## src/rtl/imem_loader_if.sv

```systemverilog
// ----------------------------------------------------------------------------
// imem_loader_if
//   Bundles the two buses of the instruction-memory loader:
//   - the incoming byte stream (valid/ready handshake)
//   - the outgoing instruction-memory write port
//
//   Signals
//     in_valid  stream byte valid
//     in_data   stream byte
//     in_ready  loader accepts a byte this cycle
//     wr_en     one-cycle instruction-memory write strobe
//     wr_addr   byte address of the word being written (word_index*4)
//     wr_data   assembled instruction word
//
//   Modports
//     master  the loader: sinks the stream and drives the memory write port
//     slave   the environment: sources the stream and observes the writes
// ----------------------------------------------------------------------------
interface imem_loader_if #(
   parameter int N = 32
);
   logic         in_valid;
   logic [7:0]   in_data;
   logic         in_ready;
   logic         wr_en;
   logic [N-1:0] wr_addr;
   logic [N-1:0] wr_data;

   modport master (
      input  in_valid,
      input  in_data,
      output in_ready,
      output wr_en,
      output wr_addr,
      output wr_data
   );

   modport slave (
      output in_valid,
      output in_data,
      input  in_ready,
      input  wr_en,
      input  wr_addr,
      input  wr_data
   );
endinterface

```

## src/rtl/imem_loader.sv

```systemverilog
// ----------------------------------------------------------------------------
// imem_loader
//   Writer side of the instruction-memory interface. Accepts a byte stream of
//   the form CNT_HI, CNT_LO (big-endian 16-bit word count) followed by
//   count*4 bytes, MSB first within each word. Each group of four bytes is
//   assembled into one N-bit instruction and written to instruction memory at
//   byte address word_index*4. The processor is held (cpu_hold=1) until the
//   whole program has been loaded.
//
//   Ports
//     clk       system clock, rising edge
//     rst       asynchronous reset, active-low
//     start     one-cycle pulse: abort any load in progress and re-arm
//     bus       imem_loader_if.master: byte stream in, memory write port out
//     cpu_hold  1 = keep processor stalled (every state except DONE)
//     done      load completed successfully (level)
//     err       header word count exceeded DEPTH (level)
//
//   Parameters
//     N      instruction width; must be 32 (four bytes per word)
//     DEPTH  number of instruction-memory words; legal counts are 0..DEPTH
// ----------------------------------------------------------------------------
module imem_loader #(
   parameter int N     = 32,
   parameter int DEPTH = 101
) (
   input  logic           clk,
   input  logic           rst,
   input  logic           start,
   imem_loader_if.master  bus,
   output logic           cpu_hold,
   output logic           done,
   output logic           err
);

   localparam logic [15:0] DEPTH_W = 16'(DEPTH);

   typedef enum logic [2:0] {
      S_CNT_HI,
      S_CNT_LO,
      S_DATA,
      S_WRITE,
      S_DONE,
      S_ERR
   } state_t;

   state_t       state;
   state_t       state_nxt;

   logic [7:0]   cnt_hi;
   logic [15:0]  count;
   logic [15:0]  word_index;
   logic [1:0]   byte_cnt;
   logic [N-1:0] wr_addr_q;
   logic [N-1:0] wr_data_q;

   logic         in_ready_c;
   logic         wr_en_c;
   logic         xfer;
   logic [15:0]  cnt_in;

   // Full word count as it stands once the low header byte is on the bus.
   assign cnt_in = {cnt_hi, bus.in_data};
   assign xfer   = bus.in_valid & in_ready_c;

   // -------------------------------------------------------------------------
   // State register
   // -------------------------------------------------------------------------
   // NOTE: sequential state is updated with non-blocking assignments so every
   // flop samples the pre-edge values, independent of block ordering.
   always_ff @(posedge clk or negedge rst) begin
      if (!rst) begin
         state <= S_CNT_HI;
      end else begin
         state <= state_nxt;
      end
   end

   // -------------------------------------------------------------------------
   // Next-state and handshake/strobe decode
   // -------------------------------------------------------------------------
   // NOTE: every variable written here gets a default first, so no path
   // through the case can leave one unassigned and infer a latch.
   always_comb begin
      state_nxt  = state;
      in_ready_c = 1'b0;
      wr_en_c    = 1'b0;

      case (state)
         S_CNT_HI: begin
            in_ready_c = 1'b1;
            if (bus.in_valid) state_nxt = S_CNT_LO;
         end
         S_CNT_LO: begin
            in_ready_c = 1'b1;
            if (bus.in_valid) begin
               if (cnt_in == 16'd0)         state_nxt = S_DONE;
               else if (cnt_in > DEPTH_W)   state_nxt = S_ERR;
               else                         state_nxt = S_DATA;
            end
         end
         S_DATA: begin
            in_ready_c = 1'b1;
            if (bus.in_valid && byte_cnt == 2'd3) state_nxt = S_WRITE;
         end
         S_WRITE: begin
            wr_en_c = 1'b1;
            if (word_index + 16'd1 == count) state_nxt = S_DONE;
            else                             state_nxt = S_DATA;
         end
         S_DONE:  state_nxt = S_DONE;
         S_ERR:   state_nxt = S_ERR;
         default: state_nxt = S_CNT_HI;
      endcase

      // start overrides everything, including a byte offered this cycle.
      if (start) state_nxt = S_CNT_HI;
   end

   // -------------------------------------------------------------------------
   // Datapath: header capture, word assembly, write address, word counter
   // -------------------------------------------------------------------------
   always_ff @(posedge clk or negedge rst) begin
      if (!rst) begin
         cnt_hi     <= '0;
         count      <= '0;
         word_index <= '0;
         byte_cnt   <= '0;
         wr_addr_q  <= '0;
         wr_data_q  <= '0;
      end else if (start) begin
         // Any partially assembled word is abandoned; no write follows.
         word_index <= '0;
         byte_cnt   <= '0;
      end else begin
         case (state)
            S_CNT_HI: begin
               if (xfer) cnt_hi <= bus.in_data;
            end
            S_CNT_LO: begin
               if (xfer) begin
                  count      <= cnt_in;
                  word_index <= '0;
                  byte_cnt   <= '0;
               end
            end
            S_DATA: begin
               if (xfer) begin
                  wr_data_q <= {wr_data_q[N-9:0], bus.in_data};
                  byte_cnt  <= byte_cnt + 2'd1;
                  // Address is latched with the last byte so it is already
                  // stable during the single WRITE cycle.
                  if (byte_cnt == 2'd3) wr_addr_q <= N'({word_index, 2'b00});
               end
            end
            S_WRITE: begin
               word_index <= word_index + 16'd1;
            end
            default: ;
         endcase
      end
   end

   assign bus.in_ready = in_ready_c;
   assign bus.wr_en    = wr_en_c;
   assign bus.wr_addr  = wr_addr_q;
   assign bus.wr_data  = wr_data_q;

   assign cpu_hold = (state != S_DONE);
   assign done     = (state == S_DONE);
   assign err      = (state == S_ERR);

endmodule
```

## src/flat_wrapper.sv

```systemverilog
// flat-port wrapper written by rule: the top's interface ports become plain ports
module imem_loader_flat 
#(
   parameter int N     = 32,
   parameter int DEPTH = 101
)
  (clk, rst, start, cpu_hold, done, err, bus_in_valid, bus_in_data, bus_in_ready, bus_wr_en, bus_wr_addr, bus_wr_data);
  imem_loader_if #(.N(N)) bus_i ();
  input  logic clk;
  input  logic rst;
  input  logic start;
  output logic cpu_hold;
  output logic done;
  output logic err;
  input wire logic [$bits(bus_i.in_valid)-1:0] bus_in_valid;
  input wire logic [$bits(bus_i.in_data)-1:0] bus_in_data;
  output wire logic [$bits(bus_i.in_ready)-1:0] bus_in_ready;
  output wire logic [$bits(bus_i.wr_en)-1:0] bus_wr_en;
  output wire logic [$bits(bus_i.wr_addr)-1:0] bus_wr_addr;
  output wire logic [$bits(bus_i.wr_data)-1:0] bus_wr_data;
  assign bus_i.in_valid = bus_in_valid;
  assign bus_i.in_data = bus_in_data;
  assign bus_in_ready = bus_i.in_ready;
  assign bus_wr_en = bus_i.wr_en;
  assign bus_wr_addr = bus_i.wr_addr;
  assign bus_wr_data = bus_i.wr_data;
  imem_loader #(.N(N), .DEPTH(DEPTH)) u_core (.clk(clk), .rst(rst), .start(start), .bus(bus_i), .cpu_hold(cpu_hold), .done(done), .err(err));
endmodule
```

## config.mk

```make
export PLATFORM = sky130hd
export DESIGN_NAME = imem_loader_flat
export DESIGN_NICKNAME = d
export VERILOG_FILES = /design/src/rtl/imem_loader_if.sv /design/src/rtl/imem_loader.sv /design/src/flat_wrapper.sv
export SDC_FILE = /design/constraint.sdc
export NUM_CORES = 1
export LEC_CHECK = 0
export BUFFER_PORTS_ARGS = -buffer_cell sky130_fd_sc_hd__buf_2
export CORE_UTILIZATION = 40
export CTS_BUF_LIST = sky130_fd_sc_hd__clkbuf_8
export DETAILED_ROUTE_END_ITERATION = 16
export GPL_ROUTABILITY_DRIVEN = 1
export HOLD_SLACK_MARGIN = 0.05
export PLACE_DENSITY_LB_ADDON = 0.05
export SYNTH_ARGS = -nofsm -noshare
export SYNTH_HDL_FRONTEND = slang
export SYNTH_SLANG_ARGS = --single-unit
```

## constraint.sdc

```tcl
create_clock -name clk -period 2 [get_ports clk]
set_input_delay 0.2 -clock clk [delete_from_list [all_inputs] [get_ports clk]]
set_output_delay 0.2 -clock clk [all_outputs]
set_load 0.02 [all_outputs]
```

# Yosys cells after proc, flatten, opt, wreduce, memory -nomap -nowiden
# Index checks and enable logic that the tools add are counted.
[totals] word_cells=55 in_bits=12 out_inout_bits=69 register_bits=93
[op_classes] add_sub_neg=2 n_bitwise=2 order_cmp=1 n_mux=17 n_reduce_logical=13 n_eq_ne=13
[op_table] cell="16-bit two-way mux" n=2
[op_table] cell="16-bit case mux with 2 select lines" n=1
[op_table] cell="3-bit two-way mux" n=7
[op_table] cell="3-bit case mux with 6 select lines" n=1
[op_table] cell="16-bit by 1-bit adder with 16-bit output, second input constant" n=1
[op_table] cell="16-bit equality test" n=1
[op_table] cell="16-bit by 7-bit greater-than comparator with 1-bit output, second input constant" n=1
[op_table] cell="16-bit zero test" n=1
[op_table] cell="3-bit AND reduction" n=5
[op_table] cell="3-bit by 2-bit != test with 1-bit output, second input constant" n=3
[op_table] cell="3-bit != test, second input constant" n=3
[op_table] cell="3-bit by 2-bit equality test with 1-bit output, second input constant" n=2
[op_table] cell="3-bit equality test, second input constant" n=2
[op_table] cell="2-bit two-way mux" n=3
[op_table] cell="3-bit nonzero test" n=2
[op_table] cell="2-bit case mux with 2 select lines" n=1
[op_table] cell="4-bit AND reduction" n=1
[op_table] cell="3-bit by 1-bit equality test with 1-bit output, second input constant" n=1
[op_table] cell="3-bit zero test" n=1
[op_table] cell="3-bit OR reduction" n=1
[op_table] cell="2-bit by 1-bit adder with 2-bit output, second input constant" n=1
[op_table] cell="2-bit equality test, second input constant" n=1
[op_table] cell="1-bit two-way mux" n=2
[op_table] cell="2-bit AND reduction" n=1
[op_table] cell="3 further kinds" n=3

# Logic depth before layout (Yosys ltp)
[depth] word_depth=7 mapped_depth=8 depth_no_buf=7

# Worst setup path before layout
# No wires, ideal clock.
[synth_path] path_type="register -> register" startpoint="register u_core.word_index[0]" endpoint="register u_core.state[1]" setup_ns=0.122 arrival_ns=2.083 period_less_slack_ns=2.205 path_stages_with_launch=8 path_buffers=0 required_time_ns=1.878 path_slack_ns=-0.205 path_cell_list="dfrtp_1 -> ha_1 -> xnor3_1 -> nand3_1 -> nor4b_1 -> o2111ai_1 -> or4_4 -> o2bb2ai_2"
[synth_via] elab_chain_len=5
[synth_lines] element="start, declared" line="imem_loader.sv:52" rtl="logic [15:0] word_index;"
[synth_lines] element="start signal, assigned" line="imem_loader.sv:157" rtl="word_index <= word_index + 16'd1;"
[synth_lines] element="16-bit by 1-bit adder with 16-bit output" line="imem_loader.sv:108" rtl="if (word_index + 16'd1 == count) state_nxt = S_DONE;"
[synth_lines] element="16-bit equality test" line="imem_loader.sv:108"
[synth_lines] element="3-bit two-way mux" line="imem_loader.sv:108"
[synth_lines] element="3-bit case mux with 6 select lines" line="imem_loader.sv:89" rtl="case (state)"
[synth_lines] element="3-bit two-way mux" line="imem_loader.sv:117" rtl="if (start) state_nxt = S_CNT_HI;"
[synth_lines] element="end signal, assigned" line="imem_loader.sv:75" rtl="state <= state_nxt;"
[synth_lines] element="end, declared" line="imem_loader.sv:47" rtl="state_t state;"
# No other way between the ends.
# A chain may end at the register's enable or synchronous reset.

# Final worst setup path
# Same ends and word-level chain as after synthesis.

==> summary.txt <==
Critical path
  • Crit-path max cell delay: approximately 0.57 ns
  • R2R cell count: 8
  • Worst setup endpoint: u_core.state[1]
  • CP startpoint: u_core.word_index[0]
  • Reg-to-reg slack, setup: -0.09 ns
  • RR Endpoint: u_core.state[1]
  • CP dominant cell by count: buf_4
  • Worst reg2reg startpoint: u_core.word_index[0]
  • Critical Path RT: 2.26 ns
  • CP startpoint kind: flip-flop
  • Worst setup path category: flip-flop to flip-flop
  • Slowest stage cell, crit path: or4_4
  • Crit path cell chain: buf_4 > nand3_2 > buf_4 > nor4_1 > a21o_1 > a31oi_1 > or4_4 > o2bb2ai_2
  • Worst Path Arrival: 2.35 ns
  • CP Max Fanout: 4
  • Worst Setup End Kind: flip-flop

Place
  • Place WS: -0.151 ns
  • DP HPWL: about 7500 um
  • Dpl cells: 628
  • Gpl congestion: 0.811
  • Port bufs: between 60 and 70

STA
  • Clock Skew: 0.00627 ns
  • Slew HR: 0.524
  • Slew @ Worst Pin: 0.714 ns
  • Slew Limit Fails: 0
  • Final cycle utilization of the critical path: 1.05
  • Final Setup Violations: 2
  • Worst hold slack: 0.127 ns
  • Tmin final: 2.09 ns
  • F_max: 0.478 GHz
  • Hold Fails Final Rpt: 0
  • RSZ-0062 raised after global routing: true
  • PnR worst setup slack: -0.0922 ns

Clock network
  • Longest Clk Path Bufs: 2
  • Clock-pin slew on the worst setup and hold paths: 0.08 ns
  • CTS HTree Levels: 3
  • Clock net sink count: just over 90
  • Worst skew pair latency: about 0.37 ns
  • Root buffer cell: clkbuf_8
  • TritonCTS clock tree: done
  • Clock buffer count from CTS: 9

Synthesis
  • Area contributors post-synth: dfrtp_1 (51%), mux2_2 (18%), buf_4 (3.6%), o21ai_0 (2.4%), xnor2_1 (2.3%)
  • Unique masters post-synth: 55
  • Avg Synthesized Cell Area: 11.7 um^2
  • Leading area contributor after synthesis: dfrtp_1
  • Synth top cells by count: dfrtp_1 (93), mux2_2 (72), nor2_1 (24)
  • Most frequent cell after synthesis: dfrtp_1
  • Cells after Synth: between 300 and 400
  • Primary FF master, synth: dfrtp_1
  • Cell area after synthesis: 0.00459 mm^2
  • Synthesized flop and latch total: 93
  • Number of synthesized flops with an enable pin: 0
  • Area share of the leading cell type in the synthesized netlist: 0.508
  • Asr flop ratio synth: 1.00
  • Yosys Warn Count: 0
  • Seq/Total Area, Yosys: 0.508

Power and ir drop
  • P_leak: 2.78 nW
  • Combinational fraction of design power: 0.164
  • Switching Fraction: 0.288
  • Share of total power in the clock network: 0.278
  • Seq pwr share: 0.558
  • Max rail drop VDD: 0.000476 V
  • Final Power: 4.00 mW
  • Internal power: 2.85 mW
  • Psw: 1.15 mW
  • PD cells: 718 mW/mm^2

Finish
  • Area Overhead vs Synth: 21.3%
  • Non-Filler Instances: approximately 650
  • Share of cells above drive strength 1: 0.466
  • Diodes inserted: 0
  • Fin nets: around 520
  • Fin util: 0.507

Floorplan
  • Core area: 0.0110 mm^2
  • Initial core utilization: 0.418
  • Num rows: 38
  • Die height: 109 um
  • Chip width: about 110 um
  • DIE AREA: 0.0119 mm^2
  • Number of top-level pins: 81

Drt
  • Antenna Nets Post-Route: 0
  • Vias: 3,352
  • Drt via density: 5.19
  • Total Wirelength: 10,300 um
  • Residual DRC: 0
  • Initial DRT Pass Iterations: 4
  • WL/cell: 16.0 um
  • DR iter-0 viols: 122

GRT
  • Total Routing Usage GR: 0.194
  • Vias in the first global route: roughly 3,300
  • Largest net degree at the start of global routing: 40
  • Initial antenna violation count: 0
  • First-pass GRT wire length: roughly 17,000 um
  • GRT Residual Overflow: 0

Outcome
  • Status: complete, but fails checks
  • Failing checks: setup timing

Flow run
  • Max cap viols: 0

Min path
  • Hold Crit Class: input port to flip-flop
state kept, by name, indices dropped and copies added, names as in the netlist:
signal / count
u_core.state: 3
u_core.count: 16
u_core.word_index: 16
u_core.byte_cnt: 2
u_core.bus.wr_addr: 16
u_core.cnt_hi: 8
u_core.bus.wr_data: 32
power by group through the flow:
stage          registers (mW)  logic [mW]  clock network (mW)
5_1_grt                  2.26       0.735                1.23
3_5_place_dp             2.27       0.660                   0
2_1_floorplan            2.20       0.510                   0
3_3_place_gp             2.26       0.647                   0
4_1_cts                  2.23       0.664                1.17
6_report                 2.23       0.656                1.11
stage by stage:
| step | TNS (ns) | area [um^2] |
|---|---|---|
| finish | -0.131 | 5560 |
| global route | -0.256 | 5560 |
| CTS | -0.0668 | 5550 |
| detailed placement | -0.246 | 5340 |
| global placement | -0.183 | 5340 |
| floorplan | -0.0190 | 4670 |
cells in the final DEF (no fill, tap or decap), drive strengths merged, types with 4 or more instances in the layout:
master	count
buf	122
dfrtp	93
mux2	72
nor2	24
o21ai	23
nand2	18
conb	16
xnor2	12
a21oi	11
nand3	10
clkbuf	9
nor4	8
nand4	7
a31oi	7
xor2	7
nor3	6
clkinv	6
nand2b	4
and3	4
repair_timing:
item                       in CTS  in global routing
setup buffers                   1                  1
resized for setup               9                  4
hold endpoints to repair       34                  0
pin swaps                       4                  3
cloned                          0                  0
setup endpoints to repair       2                 15
hold buffers                    1                  0
critical path, delay by kind of cell (launching register included):
family	cells	cell delay [ns]
and+or+nand+nor	3	0.85
DFF	1	0.42
AOI/OAI and AO/OA	3	0.40
buffers and inverters	2	0.30
area by class of cell:
class / count / area, um^2
clock buffers: 9 / 124
inverters: 3 / 11.3
well taps: 140 / 175
clock inverters: 6 / 41.3
multi-input cells: 272 / 2100
repair buffers: 123 / 781
flip-flops and latches: 93 / 2330
fillers: 1013 / 5420
cells by family after synthesis:
family / synth area share
xor gates and xnor gates: 0.0412
buffers and inverters: 0.0595
other: 0.000818
DFF: 0.508
adders and majority gates: 0.00546
muxes: 0.179
AOI/OAI and AO/OA: 0.0857
and+or+nand+nor: 0.121
how the worst min path moves through the flow:
stage | startpoint | to | slack, ns | depth (start not counted)
detailed placement | rst | u_core.bus.wr_addr[8] | 0.20 | 1
floorplan | rst | u_core.bus.wr_addr[10] | -0.1 | 0
global placement | rst | u_core.bus.wr_addr[9] | 0.20 | 1
CTS | start | u_core.state[1] | 0.10 | 3
finish | start | u_core.state[1] | 0.13 | 3
global route | bus_in_data[2] | u_core.count[2] | 0.13 | 2
per-layer routing:
layer | up-vias | wire length [um] | GRT usage
met4 | 0 | 286 | 0.0956
met5 | - | 0 | 0
met1 | 1653 | 4770 | 0.255
met2 | 82 | 4850 | 0.301
met3 | 19 | 405 | 0.0436
li1 | 1598 | - | -
(Power assumes the default switching activity.)
